File: src/rtl/operand_fetch_pkg.sv
`default_nettype none
// ============================================================================
// Module   : operand_fetch_pkg
// Purpose  : Shared definitions for the operand fetch stage. Holds the default
//            operand width and register-index sizing, the issue-slot state
//            encoding and the index of the hardwired-zero register.
// Revision : 1.0 - initial release
// ============================================================================
package operand_fetch_pkg;

  localparam int c_DATA_WIDTH_DEF     = 32;
  localparam int c_REGISTERS_DEF      = 32;
  localparam int c_LOG2_REGISTERS_DEF = 5;

  // Architectural register that always reads zero and is never written.
  localparam int c_X0_IDX = 0;

  // Occupancy of the single-entry issue slot feeding the execute stage.
  typedef enum logic [0:0] {
    ST_EMPTY = 1'b0,
    ST_FULL  = 1'b1
  } of_state_e;

endpackage
`default_nettype wire

File: src/rtl/operand_fetch_scoreboard.sv
`default_nettype none
// ============================================================================
// Module   : operand_fetch_scoreboard
// Purpose  : Pending-write scoreboard. One bit per architectural register is
//            set when an instruction writing it issues and cleared when the
//            write-back port retires it. Produces the three hazard flags for
//            the instruction currently presented by the decoder.
// Ports    : clk, rst          - clock, asynchronous active-high reset
//            set_en_i          - instruction accepted this cycle
//            set_idx_i         - destination of the accepted instruction
//            clr_idx_i         - write-back destination this cycle
//            clr_mask_en_i     - ignore the bit being written back this cycle
//                                when evaluating hazards (forwarding active)
//            rs1_i/rs2_i/rd_i  - decoder register indices
//            uses_rs1_i/_rs2_i - source actually read
//            haz_rs1_o/_rs2_o  - RAW hazard on each source
//            haz_rd_o          - WAW hazard on the destination
//            busy_o            - any register pending
// Revision : 1.0 - initial release
// ============================================================================
module operand_fetch_scoreboard
  import operand_fetch_pkg::*;
#(
  parameter int REGISTERS      = c_REGISTERS_DEF,
  parameter int LOG2_REGISTERS = c_LOG2_REGISTERS_DEF
) (
  input  logic                      clk,
  input  logic                      rst,
  input  logic                      set_en_i,
  input  logic [LOG2_REGISTERS-1:0] set_idx_i,
  input  logic [LOG2_REGISTERS-1:0] clr_idx_i,
  input  logic                      clr_mask_en_i,
  input  logic [LOG2_REGISTERS-1:0] rs1_i,
  input  logic [LOG2_REGISTERS-1:0] rs2_i,
  input  logic [LOG2_REGISTERS-1:0] rd_i,
  input  logic                      uses_rs1_i,
  input  logic                      uses_rs2_i,
  output logic                      haz_rs1_o,
  output logic                      haz_rs2_o,
  output logic                      haz_rd_o,
  output logic                      busy_o
);

  logic [REGISTERS-1:0] r_pend_q;
  logic [REGISTERS-1:0] w_pend_d;
  logic [REGISTERS-1:0] w_pend_eff;

  // Index 0 doubles as "no write" on both the set and clear ports, so the
  // x0 bit is simply tied low and no separate enable decode is needed.
  generate
    for (genvar g = 0; g < REGISTERS; g++) begin : g_pend_bit
      if (g == c_X0_IDX) begin : g_x0
        assign w_pend_d[g]   = 1'b0;
        assign w_pend_eff[g] = 1'b0;
      end else begin : g_reg
        logic w_set;
        logic w_clr;
        assign w_set = set_en_i && (set_idx_i == LOG2_REGISTERS'(g));
        assign w_clr = (clr_idx_i == LOG2_REGISTERS'(g));
        // A retiring write and a new issue to the same register in one cycle
        // leave the register pending: the newer write is still outstanding.
        assign w_pend_d[g]   = w_set || (r_pend_q[g] && !w_clr);
        assign w_pend_eff[g] = r_pend_q[g] && !(clr_mask_en_i && w_clr);
      end
    end
  endgenerate

  always_ff @(posedge clk or posedge rst) begin
    if (rst) begin
      r_pend_q <= '0;
    end else begin
      r_pend_q <= w_pend_d;
    end
  end

  assign haz_rs1_o = uses_rs1_i && w_pend_eff[rs1_i];
  assign haz_rs2_o = uses_rs2_i && w_pend_eff[rs2_i];
  assign haz_rd_o  = w_pend_eff[rd_i];
  assign busy_o    = |r_pend_q;

endmodule
`default_nettype wire

File: src/rtl/operand_fetch.sv
`default_nettype none
// ============================================================================
// Module   : operand_fetch
// Purpose  : Issue-stage register file reader. Accepts decoded instructions on
//            a valid/ready handshake, reads the register file, holds any
//            instruction whose sources or destination have a write in flight,
//            and presents a registered operand bundle to the execute stage.
// Macro    : OPERAND_FETCH_BYPASS_EN - when defined, a write-back in the
//            current cycle satisfies a dependent instruction immediately and
//            wb_data is forwarded in place of the register file value.
// Ports    : clk, rst                   - clock, async active-high reset
//            dec_valid/dec_ready        - decoder handshake
//            dec_rs1/dec_rs2/dec_rd     - register indices (rd=0: no write)
//            dec_uses_rs1/dec_uses_rs2  - source actually read
//            rf_addr_rs1/rf_addr_rs2    - register file read addresses
//            rf_data_rs1/rf_data_rs2    - register file read data
//            wb_rd/wb_data              - write-back port (wb_rd=0: idle)
//            iss_valid/iss_ready        - execute stage handshake
//            iss_rs1_val/iss_rs2_val    - captured operands
//            iss_rd                     - captured destination
//            busy                       - any register write pending
// Revision : 1.0 - initial release
// ============================================================================
module operand_fetch
  import operand_fetch_pkg::*;
#(
  parameter int DATA_WIDTH     = c_DATA_WIDTH_DEF,
  parameter int REGISTERS      = c_REGISTERS_DEF,
  parameter int LOG2_REGISTERS = c_LOG2_REGISTERS_DEF
) (
  input  logic                      clk,
  input  logic                      rst,
  input  logic                      dec_valid,
  output logic                      dec_ready,
  input  logic [LOG2_REGISTERS-1:0] dec_rs1,
  input  logic [LOG2_REGISTERS-1:0] dec_rs2,
  input  logic [LOG2_REGISTERS-1:0] dec_rd,
  input  logic                      dec_uses_rs1,
  input  logic                      dec_uses_rs2,
  output logic [LOG2_REGISTERS-1:0] rf_addr_rs1,
  output logic [LOG2_REGISTERS-1:0] rf_addr_rs2,
  input  logic [DATA_WIDTH-1:0]     rf_data_rs1,
  input  logic [DATA_WIDTH-1:0]     rf_data_rs2,
  input  logic [LOG2_REGISTERS-1:0] wb_rd,
  input  logic [DATA_WIDTH-1:0]     wb_data,
  output logic                      iss_valid,
  input  logic                      iss_ready,
  output logic [DATA_WIDTH-1:0]     iss_rs1_val,
  output logic [DATA_WIDTH-1:0]     iss_rs2_val,
  output logic [LOG2_REGISTERS-1:0] iss_rd,
  output logic                      busy
);

  localparam logic [LOG2_REGISTERS-1:0] c_X0 = LOG2_REGISTERS'(c_X0_IDX);

  of_state_e                 r_state_q;
  of_state_e                 w_state_d;
  logic                      w_accept;
  logic                      w_hazard;
  logic                      w_haz_rs1;
  logic                      w_haz_rs2;
  logic                      w_haz_rd;
  logic                      w_bypass_en;
  logic [DATA_WIDTH-1:0]     w_rs1_src;
  logic [DATA_WIDTH-1:0]     w_rs2_src;
  logic [DATA_WIDTH-1:0]     w_rs1_cap;
  logic [DATA_WIDTH-1:0]     w_rs2_cap;
  logic [DATA_WIDTH-1:0]     r_rs1_val_q;
  logic [DATA_WIDTH-1:0]     w_rs1_val_d;
  logic [DATA_WIDTH-1:0]     r_rs2_val_q;
  logic [DATA_WIDTH-1:0]     w_rs2_val_d;
  logic [LOG2_REGISTERS-1:0] r_rd_q;
  logic [LOG2_REGISTERS-1:0] w_rd_d;

  // --------------------------------------------------------------------------
  // Register file read and optional write-back forwarding
  // --------------------------------------------------------------------------
  assign rf_addr_rs1 = dec_rs1;
  assign rf_addr_rs2 = dec_rs2;

`ifdef OPERAND_FETCH_BYPASS_EN
  assign w_bypass_en = 1'b1;
  assign w_rs1_src   = ((wb_rd != c_X0) && (wb_rd == dec_rs1)) ? wb_data : rf_data_rs1;
  assign w_rs2_src   = ((wb_rd != c_X0) && (wb_rd == dec_rs2)) ? wb_data : rf_data_rs2;
`else
  // Without forwarding the write-back value only reaches the operands through
  // the register file one cycle later.
  logic w_unused_wb_data;
  assign w_bypass_en      = 1'b0;
  assign w_rs1_src        = rf_data_rs1;
  assign w_rs2_src        = rf_data_rs2;
  assign w_unused_wb_data = ^wb_data;
`endif

  // Unread sources and x0 are forced to zero so stale register file data can
  // never leak into the bundle.
  assign w_rs1_cap = (dec_uses_rs1 && (dec_rs1 != c_X0)) ? w_rs1_src : '0;
  assign w_rs2_cap = (dec_uses_rs2 && (dec_rs2 != c_X0)) ? w_rs2_src : '0;

  // --------------------------------------------------------------------------
  // Scoreboard
  // --------------------------------------------------------------------------
  operand_fetch_scoreboard #(
    .REGISTERS      (REGISTERS),
    .LOG2_REGISTERS (LOG2_REGISTERS)
  ) u_scoreboard (
    .clk           (clk),
    .rst           (rst),
    .set_en_i      (w_accept),
    .set_idx_i     (dec_rd),
    .clr_idx_i     (wb_rd),
    .clr_mask_en_i (w_bypass_en),
    .rs1_i         (dec_rs1),
    .rs2_i         (dec_rs2),
    .rd_i          (dec_rd),
    .uses_rs1_i    (dec_uses_rs1),
    .uses_rs2_i    (dec_uses_rs2),
    .haz_rs1_o     (w_haz_rs1),
    .haz_rs2_o     (w_haz_rs2),
    .haz_rd_o      (w_haz_rd),
    .busy_o        (busy)
  );

  assign w_hazard = w_haz_rs1 || w_haz_rs2 || w_haz_rd;

  // --------------------------------------------------------------------------
  // Issue slot FSM
  // --------------------------------------------------------------------------
  always_ff @(posedge clk or posedge rst) begin
    if (rst) begin
      r_state_q <= ST_EMPTY;
    end else begin
      r_state_q <= w_state_d;
    end
  end

  always_comb begin
    w_state_d = r_state_q;
    dec_ready = 1'b0;
    w_accept  = 1'b0;
    case (r_state_q)
      ST_EMPTY: dec_ready = !w_hazard;
      // A full slot can take a new bundle only in the cycle it drains.
      ST_FULL:  dec_ready = !w_hazard && iss_ready;
      default:  dec_ready = 1'b0;
    endcase
    w_accept = dec_valid && dec_ready;
    if (w_accept) begin
      w_state_d = ST_FULL;
    end else if ((r_state_q == ST_FULL) && iss_ready) begin
      w_state_d = ST_EMPTY;
    end
  end

  assign iss_valid = (r_state_q == ST_FULL);

  // --------------------------------------------------------------------------
  // Operand bundle registers: load only on accept, otherwise hold
  // --------------------------------------------------------------------------
  assign w_rs1_val_d = w_accept ? w_rs1_cap : r_rs1_val_q;
  assign w_rs2_val_d = w_accept ? w_rs2_cap : r_rs2_val_q;
  assign w_rd_d      = w_accept ? dec_rd    : r_rd_q;

  always_ff @(posedge clk or posedge rst) begin
    if (rst) begin
      r_rs1_val_q <= '0;
      r_rs2_val_q <= '0;
      r_rd_q      <= '0;
    end else begin
      r_rs1_val_q <= w_rs1_val_d;
      r_rs2_val_q <= w_rs2_val_d;
      r_rd_q      <= w_rd_d;
    end
  end

  assign iss_rs1_val = r_rs1_val_q;
  assign iss_rs2_val = r_rs2_val_q;
  assign iss_rd      = r_rd_q;

endmodule
`default_nettype wire

File: config.mk
export PLATFORM = sky130hd
export DESIGN_NAME = operand_fetch
export DESIGN_NICKNAME = d
export VERILOG_FILES = /design/src/rtl/operand_fetch_pkg.sv /design/src/rtl/operand_fetch_scoreboard.sv /design/src/rtl/operand_fetch.sv
export SDC_FILE = /design/constraint.sdc
export NUM_CORES = 1
export LEC_CHECK = 0
export CAP_MARGIN = 30
export CORE_MARGIN = 1
export CORE_UTILIZATION = 40
export DETAILED_ROUTE_END_ITERATION = 12
export MAX_ROUTING_LAYER = met4
export PLACE_DENSITY = 0.74
export SETUP_SLACK_MARGIN = 0.02
export SLEW_MARGIN = 40
export SYNTH_ARGS = -nofsm -noshare
export SYNTH_HDL_FRONTEND = slang
export SYNTH_HIERARCHICAL = 1
export SYNTH_SLANG_ARGS = --single-unit
File: constraint.sdc
create_clock -name clk -period 2.41 [get_ports clk]
set_input_delay 0.3615 -clock clk [delete_from_list [all_inputs] [get_ports clk]]
set_output_delay 0.3615 -clock clk [all_outputs]
set_load 0.02 [all_outputs]
* Word level (Yosys, flattened, before mapping) *
Cells that the tools add are included.

word-level totals
  bits in registers = 101
  latch bits = 0
  bits in writable memories = 0
  memory bits (read-only) = 0
  memories kept = 0

cells by class
  $add $sub $neg = 0
  multipliers = 0
  div/mod/pow operators = 0
  order comparisons = 3
  equality and inequality tests = 62
  shifts and indexed selects = 0
  multiplexer cells = 11
  bitwise gates (word level) = 1
  reduce and logical (&&, ||, !) cells = 138

operators by type and width
  operator              number
  $eq A5 B5 Y1 const B  32
  $eq A5 B4 Y1 const B  16
  $logic_and A1 B1 Y1   69
  $mux W32              2
  $eq A5 B3 Y1 const B  8
  $logic_or A1 B1 Y1    33
  $logic_not A1 Y1      32
  $reduce_or A31 Y1     1
  $eq A5 B2 Y1 const B  4
  $lt A5 B6 Y1 const B  3
  $bmux W1 S5           3
  $eq A5 B1 Y1 const B  2
  $reduce_bool A5 Y1    2
  $mux W1               5
  $pmux W1 S2           1
  $reduce_bool A2 Y1    1
  $not A1 Y1            1

* Depth between registers and ports, before layout *
  depth after elaboration = 11
  mapped depth = 14
  mapped depth without buffers = 12

* Cells and area by module *
Netlist, hierarchy kept.

modules (own cells, without submodules)
  module                    instances  cells an instance  area each (µm²)
  operand_fetch             1          252                3114.2
  operand_fetch_scoreboard  1          361                2984.1

* Worst setup path before layout *
Ideal clock, no wire load.

  path type = input to output
  start point = input dec_rs2[0]
  end point = output dec_ready
  data arrival time = 2.323 ns
  required time = 2.049 ns
  path slack = -0.275 ns
  cell stages on the path = 9
  path through = buf_2 -> buf_2 -> mux2i_1 -> nor3b_1 -> o21ai_0 -> nand3_1 -> a311oi_1 -> o211ai_2 -> nor4b_1

on the way
  word-level cells in the longest chain between the ends = 8

ends and longest elaborated chain
  item                               line                                        text
  start, declared                    operand_fetch.sv:36                         input logic [LOG2_REGISTERS-1:0] dec_rs2,
  $bmux W1 S5 *                      operand_fetch_scoreboard.sv:77              assign haz_rs2_o = uses_rs2_i && w_pend_eff[rs2_i];
  $mux W1 (implied by the code) *    operand_fetch_scoreboard.sv:77
  $logic_and A1 B1 Y1 *              operand_fetch_scoreboard.sv:77
  named net w_haz_rs2                operand_fetch.sv:61                         logic w_haz_rs2;
  $logic_or A1 B1 Y1 * (2 in a row)  operand_fetch.sv:124                        assign w_hazard = w_haz_rs1 || w_haz_rs2 || w_haz_rd;
  $logic_not A1 Y1 *                 operand_fetch.sv:142, operand_fetch.sv:144
  $logic_and A1 B1 Y1                operand_fetch.sv:144                        ST_FULL: dec_ready = !w_hazard && iss_ready;
  $pmux W1 S2 *                      operand_fetch.sv:141                        case (r_state_q)
  end, declared                      operand_fetch.sv:34                         output logic dec_ready,

The timed path passes the listed nets; every way through them passes the cells marked *. The select of a mux whose other input is x is not followed.

* Worst setup path in the final report *
  start point = input dec_rd[0]
  end point = register r_rs2_val_q[19], in the netlist iss_rs2_val[19]

on the way
  word-level cells in the longest chain between the ends = 7

ends and longest elaborated chain
  item                             line                                        text
  start, declared                  operand_fetch.sv:37                         input logic [LOG2_REGISTERS-1:0] dec_rd,
  $bmux W1 S5 *                    operand_fetch_scoreboard.sv:78              assign haz_rd_o = w_pend_eff[rd_i];
  $mux W1 (implied by the code) *  operand_fetch_scoreboard.sv:78
  named net w_haz_rd               operand_fetch.sv:62                         logic w_haz_rd;
  $logic_or A1 B1 Y1 *             operand_fetch.sv:124
  $logic_not A1 Y1 *               operand_fetch.sv:142, operand_fetch.sv:144
  $logic_and A1 B1 Y1              operand_fetch.sv:144
  $pmux W1 S2 *                    operand_fetch.sv:141
  $logic_and A1 B1 Y1 *            operand_fetch.sv:147                        w_accept = dec_valid && dec_ready;
  end signal, assigned             operand_fetch.sv:171                        r_rs2_val_q <= w_rs2_val_d;
  end, declared                    operand_fetch.sv:70                         logic [DATA_WIDTH-1:0] r_rs2_val_q;

Marks and branches as above.
A chain may end at the register's enable or synchronous reset.

==> run summary <==
The flow ran to the end, but the final reports show violations. The final reports fail on design-rule violations, negative setup slack. Setup repair after global routing could not meet its margin everywhere. Yosys mapped the design onto 72 distinct sky130hd cell types. For this run, the slowest stage of the critical path takes 0.48 ns. Entering global routing, the biggest net connects 64 pins.

For the global router's overall resource usage, the log shows 0.296. The die covers 15,700 um2. Critical path's most frequent cell: sky130_fd_sc_hd__nand3_1. The number of detailed-routing iterations run before antenna repair was 9; the number of buffers created by CTS was 9.

The cell depth of the worst flop-to-flop path is 10, and the setup slack at placement is -1.02 ns. Data arrives at the worst endpoint at 3.02 ns. On the final layout, the worst hold slack is 0.287 ns.

The post-synthesis area per instance came out at 9.95 um2. For the insertion delay of the later-clocked pin in the worst-skew pair, the log shows 0.36 ns. For the final database, setup skew stands at 0.0157 ns. The count of buffers added on input and output ports is 171.

The clock passes through at most 2 buffers. The critical path endpoint is iss_rs2_val[19]. After detailed routing, the average wire length per cell comes to 22.7 um. The final worst-path cycle share works out to 1.14. The clock root buffer was sky130_fd_sc_hd__clkbuf_16. The tools report the tightest slew margin relative to the limit as 0.445. For this run, the top clock speed supported by timing is 366 MHz. The area growth from synthesis to layout was 56.2%. STA classifies the critical path startpoint as an input port. The run gives 2.69 ns as the required time at the endpoint of the critical path. The design draws 7.14 mW. The critical path is of the in2reg type. The floorplan step set the die height to 125 um. The leakage power was 3.76 nW. The signal on the critical path passes through clkdlybuf4s50_1 > buf_4 > mux2_2 > o31ai_1 > a311oi_1 > nand3_1 > nand3_2 > nor4b_4 > buf_6 > buf_12 > clkbuf_16 > nand3_1 > o2bb2ai_2. The power density over the cells is 750 nW/um2, and the share of final-layout standard cells stronger than drive strength 1 is 0.300.

The via-per-instance ratio was 6.07; the final RePlAce weighted congestion was 1.02. The worst setup path is captured at a flop. The initial antenna violation count came out at 0.

Hold violation total from the final report: 0. Summing over every cut layer, the via total after detailed routing is 6,314. The number of global-route vias before repair was 6,168.

For the sum of net half-perimeters after detailed placement, the log shows 16,600 um. The boundary pin count was 204; the share of synthesized registers carrying an async set or reset was 1.00. The die is 125 um wide. The tools report the total of fill cells in the finished design as 1,159. The min-delay analysis places its worst path in the category in2async. Sequential area share after synthesis: 0.414. The first global-routing pass estimated 35,000 um of wire. Setup violations remaining at the end of the flow were counted as 103. Across all register-to-register paths, the minimum setup slack is -0.33 ns. Of all nets on the critical path, the largest fanout is 8.

The tools report the effective utilization at floorplan as 0.415. The count of pins over their slew limit is 0, and the antenna violation net count after detailed routing is 0. The logs give 0 for the final global-route overflow total and 101 for the number of sinks handled by clock tree synthesis.

The final routed DRC violation total came out at 12. For the netlist area before placement, the log shows 6100 um2. The worst-path cell with the longest stage delay is sky130_fd_sc_hd__clkdlybuf4s50_1. Clock-pin slew was measured on the worst setup and hold paths at 0.08 ns. The detailed router finished its first iteration with 532 violations.

Counting flops and latches in the post-synthesis netlist gives 101. The least setup slack across all paths after layout came out at -0.326 ns. The endpoint identified for the worst register-to-register timing path is iss_rs2_val[19].

Maximum level of the CTS H-tree: 3. The antenna diode instance count was 0. Synthesis produced 613 cells. The routed design could run at a clock period as short as 2.74 ns. The logs give 974 for the count of nets after finishing and 8470 um2 for the area after detailed placement. Max-cap violations in this run came to 0. Overall routed net length: 23,700 um. For the pin with the worst max-slew slack, the measured transition is 0.833 ns. Worst ir drop on vdd: 0.532 mV. TritonCTS built the clock tree. Dominant synthesized flop cell: sky130_fd_sc_hd__dfrtp_1.

After routing the design area is 9520 um2. The tools report the source of the critical timing path as dec_rd[0]. The total area inside the core boundary comes to 14,700 um2. The Yosys warning count is 6. The worst register-to-register path begins at u_scoreboard/r_pend_q[20]. The synthesized design contains 0 enable-type register cells.

The run gives 44 as the cell row count.
## layer usage
metal	vias to the layer above	share of wire	GRT usage
li1	2822	-	-
met2	275	0.47	0.458
met4	0	0.028	0.108
met3	50	0.059	0.0312
met5	-	0	-
met1	3167	0.44	0.401
## worst max-delay path, delay by kind of cell
family,cells,cell delay (ns)
buffers and inverters,5,1.14
multiplexers,1,0.33
AND/OR/NAND/NOR,4,0.72
AO/OA/AOI/OAI,3,0.46
## layout make-up
cell class                      count  area (um2)  share of cell area
Clock buffer                        9         225              0.0236
Clock inverter                      7        67.6             0.00709
Inverter                           14        61.3             0.00644
Multi-Input combinational cell    447        3680               0.387
Sequential cell                   101        2530               0.266
Tap cell                          184         230              0.0242
Timing Repair Buffer              278        2720               0.286
Timing Repair inverter              1        5.00            0.000526
## worst min path at each step
| stage | endpoint | slack [ns] | depth (start not counted) |
|---|---|---|---|
| floorplan | u_scoreboard/r_pend_q[10] | 0.47 | 1 |
| global placement | iss_rs2_val[17] | 0.47 | 1 |
| detailed placement | iss_rs1_val[22] | 0.47 | 1 |
| CTS | iss_rd[4] | 0.28 | 2 |
| global route | iss_rd[4] | 0.32 | 2 |
| finish | iss_rd[4] | 0.29 | 2 |
## power by group
part | total [mW] | switching [mW] | internal [mW] | leakage, nW
registers | 2.50 | 0.384 | 2.11 | 1.31
clock network | 1.43 | 0.706 | 0.726 | 0.139
logic | 3.22 | 1.60 | 1.62 | 2.31
## logic make-up (layout without fill, tap and decap cells)
logic type	after synthesis	after routing	synth area share
DFF	101	101	0.414
xor gates and xnor gates	7	7	0.0113
muxes	38	38	0.0749
other	1	9	0.000615
and+or+nand+nor	196	196	0.183
AOI/OAI and AO/OA	197	197	0.243
buffers and inverters	73	309	0.0730
## registers in the layout, indices dropped and copies added (netlist names)
name,flops
iss_rd,5
iss_valid,1
iss_rs1_val,32
iss_rs2_val,32
u_scoreboard/r_pend_q,31
## stage by stage
step,setup TNS (ns),cells,util
final,-19.07,1041,0.648
after global routing,-34.22,1041,0.648
after CTS,-19.35,1034,0.613
after detailed placement,-81.53,1006,0.576
after global placement,-79.35,1006,0.576
after floorplan,0,621,-
## timing repair
item,4_1_cts,5_1_grt
resized for setup,66,76
setup endpoints to repair,103,103
setup buffers,9,2
hold buffers,0,0
pin swaps,26,36
gates cloned,3,5
## cells in the final DEF, fill, tap and decap left out, types with 8 or more instances in the layout
| master | n |
|---|---|
| sky130_fd_sc_hd__nand3_1 | 61 |
| sky130_fd_sc_hd__nand2b_1 | 8 |
| sky130_fd_sc_hd__clkdlybuf4s50_1 | 159 |
| sky130_fd_sc_hd__nor2_1 | 15 |
| sky130_fd_sc_hd__nand3_2 | 9 |
| sky130_fd_sc_hd__o21ai_0 | 40 |
| sky130_fd_sc_hd__clkbuf_16 | 13 |
| sky130_fd_sc_hd__nand3_4 | 10 |
| sky130_fd_sc_hd__nand2_1 | 25 |
| sky130_fd_sc_hd__dfrtp_1 | 97 |
| sky130_fd_sc_hd__mux2_2 | 8 |
| sky130_fd_sc_hd__nor2b_1 | 8 |
| sky130_fd_sc_hd__o21ai_2 | 11 |
| sky130_fd_sc_hd__o2bb2ai_2 | 35 |
| sky130_fd_sc_hd__conb_1 | 9 |
| sky130_fd_sc_hd__buf_4 | 86 |
| sky130_fd_sc_hd__o2bb2ai_1 | 29 |
| sky130_fd_sc_hd__a21oi_1 | 8 |
| sky130_fd_sc_hd__buf_6 | 8 |
| sky130_fd_sc_hd__o21ai_1 | 23 |
| sky130_fd_sc_hd__inv_1 | 8 |
| sky130_fd_sc_hd__mux2i_1 | 21 |
## Yosys cell counts, types with 3 or more instances
cell type                   instances  area share
sky130_fd_sc_hd__dfrtp_1          101        0.41
sky130_fd_sc_hd__nand3_1           80       0.066
sky130_fd_sc_hd__o21ai_0           69       0.057
sky130_fd_sc_hd__o2bb2ai_1         54       0.078
sky130_fd_sc_hd__nand2_1           29       0.018
sky130_fd_sc_hd__mux2i_1           22       0.036
sky130_fd_sc_hd__buf_4             21       0.026
sky130_fd_sc_hd__clkbuf_1          15      0.0092
sky130_fd_sc_hd__nor2_1            15      0.0092
sky130_fd_sc_hd__buf_2             13       0.011
sky130_fd_sc_hd__inv_1             11      0.0068
sky130_fd_sc_hd__mux2_2            11       0.020
sky130_fd_sc_hd__a21oi_1           10      0.0082
sky130_fd_sc_hd__nand2b_1          10       0.010
sky130_fd_sc_hd__o2bb2ai_2         10       0.025
sky130_fd_sc_hd__a311oi_1           9       0.013
sky130_fd_sc_hd__nor2b_1            9      0.0092
sky130_fd_sc_hd__a31oi_1            8      0.0082
sky130_fd_sc_hd__buf_6              8       0.015
sky130_fd_sc_hd__nor3_1             7      0.0057
sky130_fd_sc_hd__nor4_1             7      0.0072
sky130_fd_sc_hd__nor3b_1            6      0.0074
sky130_fd_sc_hd__mux4_2             5       0.018
sky130_fd_sc_hd__nand4_1            5      0.0051
sky130_fd_sc_hd__o2111ai_1          5      0.0072
sky130_fd_sc_hd__o21ai_1            5      0.0041
sky130_fd_sc_hd__xnor2_1            4      0.0057
sky130_fd_sc_hd__a32oi_1            3      0.0043
sky130_fd_sc_hd__nand3b_1           3      0.0037
sky130_fd_sc_hd__o211ai_1           3      0.0037
sky130_fd_sc_hd__o31ai_2            3      0.0062
Power figures use the tool's default switching activity.
